[src/rtl/button_conditioner_pkg.sv]
// rtl/button_conditioner_pkg.sv - shared FSM encoding, counter-width helper and default parameters
package button_conditioner_pkg;

    typedef enum logic [1:0] {
        ST_IDLE     = 2'd0,
        ST_CHECK_HI = 2'd1,
        ST_HELD     = 2'd2,
        ST_CHECK_LO = 2'd3
    } db_state_e;

    localparam int DEF_NUM_BTN         = 2;
    localparam int DEF_DEBOUNCE_CYCLES = 250000;
    localparam int DEF_BTN_ACTIVE_LOW  = 0;
    localparam int DEF_HOLD_CYCLES     = 25000000;
    localparam int DEF_REPEAT_CYCLES   = 5000000;

    // Bits needed to hold a count from 0 up to max_val inclusive.
    function automatic int cnt_width(input int max_val);
        return (max_val < 2) ? 1 : $clog2(max_val + 1);
    endfunction

endpackage

[src/rtl/debounce_channel.sv]
// rtl/debounce_channel.sv - one button: 2-flop synchronizer, debounce FSM, optional auto-repeat (BUTTON_CONDITIONER_AUTOREPEAT_EN)
module debounce_channel
    import button_conditioner_pkg::*;
#(
    parameter int DEBOUNCE_CYCLES = DEF_DEBOUNCE_CYCLES,
    parameter int HOLD_CYCLES     = DEF_HOLD_CYCLES,
    parameter int REPEAT_CYCLES   = DEF_REPEAT_CYCLES
) (
    input  logic clock,
    input  logic reset,
    input  logic btn_in,
    output logic level,
    output logic press,
    output logic rel
);

    localparam int CW = cnt_width(DEBOUNCE_CYCLES);

    logic [1:0]    sync_q;
    logic          btn_sync;
    db_state_e     state;
    db_state_e     state_nxt;
    logic [CW-1:0] cnt;
    logic [CW-1:0] cnt_nxt;
    logic          level_nxt;
    logic          press_nxt;
    logic          rel_nxt;
    logic          repeat_fire;
    logic          cnt_done;

    assign btn_sync = sync_q[1];
    // The counter enters CHECK at 1, so reaching DEBOUNCE_CYCLES-1 means this edge is the DEBOUNCE_CYCLES-th stable sample.
    assign cnt_done = (cnt == CW'(DEBOUNCE_CYCLES - 1));

    // Two-flop synchronizer bringing the raw button into the clock domain.
    always_ff @(posedge clock or negedge reset) begin
        if (!reset) begin
            sync_q <= 2'b00;
        end else begin
            sync_q <= {sync_q[0], btn_in};
        end
    end

    // State register, qualification counter and registered outputs.
    always_ff @(posedge clock or negedge reset) begin
        if (!reset) begin
            state <= ST_IDLE;
            cnt   <= '0;
            level <= 1'b0;
            press <= 1'b0;
            rel   <= 1'b0;
        end else begin
            state <= state_nxt;
            cnt   <= cnt_nxt;
            level <= level_nxt;
            press <= press_nxt;
            rel   <= rel_nxt;
        end
    end

    // Next state: any sample disagreeing with the candidate level restarts the window.
    always_comb begin
        state_nxt = state;
        cnt_nxt   = cnt;
        case (state)
            ST_IDLE: begin
                if (btn_sync) begin
                    state_nxt = ST_CHECK_HI;
                    cnt_nxt   = CW'(1);
                end
            end
            ST_CHECK_HI: begin
                if (!btn_sync) begin
                    state_nxt = ST_IDLE;
                    cnt_nxt   = '0;
                end else if (cnt_done) begin
                    state_nxt = ST_HELD;
                    cnt_nxt   = '0;
                end else begin
                    cnt_nxt = cnt + CW'(1);
                end
            end
            ST_HELD: begin
                if (!btn_sync) begin
                    state_nxt = ST_CHECK_LO;
                    cnt_nxt   = CW'(1);
                end
            end
            ST_CHECK_LO: begin
                if (btn_sync) begin
                    state_nxt = ST_HELD;
                    cnt_nxt   = '0;
                end else if (cnt_done) begin
                    state_nxt = ST_IDLE;
                    cnt_nxt   = '0;
                end else begin
                    cnt_nxt = cnt + CW'(1);
                end
            end
            default: begin
                state_nxt = ST_IDLE;
                cnt_nxt   = '0;
            end
        endcase
    end

    // Output decode: level follows the accepted side, pulses mark accepting transitions.
    always_comb begin
        level_nxt = (state_nxt == ST_HELD) || (state_nxt == ST_CHECK_LO);
        press_nxt = ((state == ST_CHECK_HI) && (state_nxt == ST_HELD)) || repeat_fire;
        rel_nxt   = (state == ST_CHECK_LO) && (state_nxt == ST_IDLE);
    end

`ifdef BUTTON_CONDITIONER_AUTOREPEAT_EN
    localparam int HOLD_MAX = (HOLD_CYCLES > REPEAT_CYCLES) ? HOLD_CYCLES : REPEAT_CYCLES;
    localparam int HW       = cnt_width(HOLD_MAX);

    logic [HW-1:0] hold_cnt;
    logic          repeating;
    logic          stay_held;

    assign stay_held   = (state == ST_HELD) && (state_nxt == ST_HELD);
    assign repeat_fire = stay_held &&
                         (repeating ? (hold_cnt == HW'(REPEAT_CYCLES - 1))
                                    : (hold_cnt == HW'(HOLD_CYCLES - 1)));

    // Hold timer: first interval is HOLD_CYCLES, later ones REPEAT_CYCLES; cleared whenever HELD is left.
    always_ff @(posedge clock or negedge reset) begin
        if (!reset) begin
            hold_cnt  <= '0;
            repeating <= 1'b0;
        end else if (!stay_held) begin
            hold_cnt  <= '0;
            repeating <= 1'b0;
        end else if (repeat_fire) begin
            hold_cnt  <= '0;
            repeating <= 1'b1;
        end else begin
            hold_cnt <= hold_cnt + HW'(1);
        end
    end
`else
    localparam int cfg_unused = HOLD_CYCLES + REPEAT_CYCLES;
    assign repeat_fire = 1'b0;
`endif

endmodule

[src/rtl/button_conditioner.sv]
// rtl/button_conditioner.sv - per-button synchronize/debounce/edge-pulse top; auto-repeat via BUTTON_CONDITIONER_AUTOREPEAT_EN
module button_conditioner
    import button_conditioner_pkg::*;
#(
    parameter int NUM_BTN         = DEF_NUM_BTN,
    parameter int DEBOUNCE_CYCLES = DEF_DEBOUNCE_CYCLES,
    parameter int BTN_ACTIVE_LOW  = DEF_BTN_ACTIVE_LOW,
    parameter int HOLD_CYCLES     = DEF_HOLD_CYCLES,
    parameter int REPEAT_CYCLES   = DEF_REPEAT_CYCLES
) (
    input  logic               clock,
    input  logic               reset,
    input  logic [NUM_BTN-1:0] btn_raw,
    output logic [NUM_BTN-1:0] btn_level,
    output logic [NUM_BTN-1:0] btn_press,
    output logic [NUM_BTN-1:0] btn_rel
);

    logic [NUM_BTN-1:0] btn_in;

    assign btn_in = (BTN_ACTIVE_LOW != 0) ? ~btn_raw : btn_raw;

    for (genvar i = 0; i < NUM_BTN; i++) begin : g_ch
        debounce_channel #(
            .DEBOUNCE_CYCLES(DEBOUNCE_CYCLES),
            .HOLD_CYCLES    (HOLD_CYCLES),
            .REPEAT_CYCLES  (REPEAT_CYCLES)
        ) u_ch (
            .clock (clock),
            .reset (reset),
            .btn_in(btn_in[i]),
            .level (btn_level[i]),
            .press (btn_press[i]),
            .rel   (btn_rel[i])
        );
    end

endmodule

[config.mk]
export PLATFORM = sky130hd
export DESIGN_NAME = button_conditioner
export DESIGN_NICKNAME = d
export VERILOG_FILES = /design/src/rtl/button_conditioner_pkg.sv /design/src/rtl/debounce_channel.sv /design/src/rtl/button_conditioner.sv
export SDC_FILE = /design/constraint.sdc
export NUM_CORES = 1
export LEC_CHECK = 0
export ABC_AREA = 1
export CAP_MARGIN = 5
export CORE_MARGIN = 4
export CORE_UTILIZATION = 55
export CTS_CLUSTER_SIZE = 40
export DETAILED_ROUTE_END_ITERATION = 10
export PLACE_DENSITY = 0.78
export SYNTH_ARGS = -nofsm -noshare
export SYNTH_HDL_FRONTEND = slang
export SYNTH_SLANG_ARGS = --single-unit
[constraint.sdc]
create_clock -name clock -period 1.8 [get_ports clock]
set_clock_uncertainty 0.1 [all_clocks]
set_input_delay 0.36 -clock clock [delete_from_list [all_inputs] [get_ports clock]]
set_output_delay 0.36 -clock clock [all_outputs]
set_load 0.02 [all_outputs]
==> flow_summary.yaml <==
cells_and_area:
  layout.nets: 367
  final_util_pct: 63.5
  fillerInstances: 403
  layout-drive-gt1-share_pct: 12.7
  area_growth_pct: 8.81
  seqCellArea_um2: 1250
  diodes: 0
  multi_input_area_um2: 1290
place:
  gp_congestion: 0.876
  io_buffers: 9
  dp_hpwl_um: 3780
route:
  vias_per_cell: 5.05
  drt_iter0_drc: 75
  postRouteAntennaNets: 0
  vias: 2167
  wirelength_um: 5060
  dr.pass1.iters: 4
  avgRoutedWirePerCell_um: 11.8
  drcViolationCount: 0
synth:
  synth_area_leaders: "dfrtp_1, nand2_1, inv_1"
  ys_ff_latch: 50
  synthTopCellsByCount: "nand2_1, dfrtp_1, inv_1, nand3_1, nor2_1"
  yosys_warnings: 0
  synthMostInstantiatedCell: "nand2_1"
  netlist_instances: 352
  avgSynthCellArea_um2: 8.03
  yosysTopAreaCellShare_pct: 44.2
  synth_cell_types: 29
  synth_area_um2: 2830
  synth_edf_count: 0
  synth_nets: 358
  ys_async_sr_fraction_pct: 100
  yosysSeqAreaShare_pct: 44.2
  synth_flop_cell: "dfrtp_1"
  yosysTopAreaCell: "dfrtp_1"
grt:
  grt_pass1_wl_um: 9220
  grt_start_max_net_pins: 51
  antenna_found_initial: 0
  grt.overflow.total: 0
  grt_pass1_vias: 2098
  gr-usage-all-layers_pct: 18.3
cts:
  clkTransAtPathRegs_ns: 0.09
  cts_buffers: 5
  clockBufferDepth: 2
  cts_tree: "built"
  htreeDepth: 2
  cts-root-buf: "clkbuf_8"
  insertion_delay_ns: 0.30
  clock_sinks: 50
floorplanning:
  initial_core_util_pct: 58.3
  core_area_um2: 4850
  io-pin-count: 10
  die-area_um2: 6350
  dieHeight_um: 79.7
  die_w_um: 79.7
  rows: 25
sta:
  slew_viol_final: 0
  fmax_mhz: 588
  fin_setup_tns_ns: 0
  fin_crit_ns: 1.70
  maxSlewHeadroom_pct: 73.8
  finalCritPeriodShare_pct: 94.5
  final-hold-violation-count: 0
  finalSetupViolations: 0
  grt_setup_unrepaired: "no"
  tightest_slew_ns: 0.393
worst_setup_path:
  crit_family: "buffers and inverters"
  crit_chain: "clkdlybuf4s50_1"
  path_class: "reg -> out"
  cp_max_fo: 1
  crit_arrival_ns: 1.24
  critPathCaptureType: "output port"
  cpPeakStageDelay_ns: 0.61
  cp.required_ns: 1.34
  cpMaxStageDelayCell: "clkdlybuf4s50_1"
  startpoint_type: "register"
  path_buf_inv: 1
power_and_ir_drop:
  p_sw_mw: 0.476
  ir_drop_v: 0.000562
  cellPowerDensity_nw_per_um2: 690
  power.leakage_nw: 1.42
  switching_share_pct: 22.4
  combinationalPowerShare_pct: 6.2
  clock_power_share_pct: 38.9
  p_seq_share_pct: 54.9
  design_power_total_mw: 2.12
  intPower_mw: 1.65
run:
  maxCapViolCount: 0
hold_path:
  hold_path_class: "reg -> reg"
outcome:
  run_status: "finished clean"
==> logic make-up (layout without fill, tap and decap cells) <==
logic type / after synthesis / in the layout / synth area share [%]
adder cells (fa/ha/maj): 2 / 2 / 0.885
buffers and inverters: 63 / 73 / 10.2
AND/OR/NAND/NOR: 184 / 184 / 30.3
AO/OA/AOI/OAI: 31 / 31 / 7.52
flip-flops: 50 / 50 / 44.2
XOR/XNOR: 22 / 22 / 6.81
==> power groups by stage <==
stage	Combinational [mW]	Clock (mW)	Sequential [mW]
2_1_floorplan	0.0858	0	1.18
3_3_place_gp	0.129	0	1.19
3_5_place_dp	0.131	0	1.19
4_1_cts	0.134	0.859	1.17
5_1_grt	0.148	0.904	1.17
6_report	0.131	0.827	1.17
==> registers in the layout, summed over array words and instances, names as in the netlist <==
register and cells:
g_ch.u_ch.press 2, g_ch.u_ch.level 2, g_ch.u_ch.rel 2, g_ch.u_ch.state 4, g_ch.u_ch.sync_q 4, g_ch.u_ch.cnt 36
==> timing repair <==
item / 4_1_cts / 5_1_grt
buffers inserted: 0 / 0
resized for setup: 0 / 2
endpoints found under the hold margin: 50 / 0
hold buffers: 1 / 0
endpoints found under the setup margin: 0 / 10
==> layer usage <==
layer	global-route usage, %	up-vias	share of wire [%]
met1	22.6	1011	45
met5	0	-	0
met4	6.87	0	1.4
met3	3.39	7	2.8
li1	-	1120	-
met2	31.7	29	51
==> worst paths after layout <==
path                                                  start                          endpoint  slack (ns)  cells after the start
max in group asynchronous                             reset   g_ch[0].u_ch.state[1]$_DFF_PN0_        0.91                      3
setup / recovery                 g_ch[0].u_ch.rel$_DFF_PN0_                        btn_rel[0]         0.1                      1
hold reg to reg            g_ch[0].u_ch.sync_q[0]$_DFF_PN0_  g_ch[0].u_ch.sync_q[1]$_DFF_PN0_        0.26                      0
min in group asynchronous                             reset   g_ch[1].u_ch.cnt[8]$_DFFE_PN0P_        0.46                      3
setup reg to reg            g_ch[1].u_ch.cnt[0]$_DFFE_PN0P_  g_ch[1].u_ch.cnt[14]$_DFFE_PN0P_        0.13                      8
hold / removal             g_ch[0].u_ch.sync_q[0]$_DFF_PN0_  g_ch[0].u_ch.sync_q[1]$_DFF_PN0_        0.26                      0
==> per-stage QoR <==
stage                     instance area [µm²]  std cells  setup slack [ns]  hold WS (ns)
after floorplan                          2830        352             0.370       -0.0356
after global placement                   2940        420             0.200         0.236
after detailed placement                 2940        420            0.0902         0.241
after CTS                                3070        429            0.0718         0.263
after global routing                     3080        429           0.00799         0.264
final                                    3080        429            0.0997         0.258
==> cell type report <==
cell class | instances | share of cell area, %
inverters | 52 | 6.34
flip-flops and latches | 50 | 40.7
clock inverters | 2 | 1.26
repair buffers | 13 | 4.23
multi-input cells | 239 | 42.1
clock buffers | 6 | 2.68
well taps | 67 | 2.72
==> cell usage in the layout (no fill, tap or decap), drive strengths merged <==
master | synthesis | final
o22ai | 10 | 10
clkbuf | 0 | 6
clkdlybuf4s50 | 0 | 8
nand2 | 96 | 96
xor2 | 17 | 17
or2 | 1 | 1
o21ai | 13 | 13
inv | 52 | 53
dfrtp | 50 | 50
nor2 | 38 | 38
o211ai | 1 | 1
xnor2 | 5 | 5
a21oi | 7 | 7
buf | 11 | 4
bufinv | 0 | 1
dlygate4sd3 | 0 | 1
ha | 2 | 2
nor3 | 5 | 5
nand3 | 36 | 36
nand4 | 6 | 6
nand3b | 2 | 2
Power figures use the tool's default switching activity.
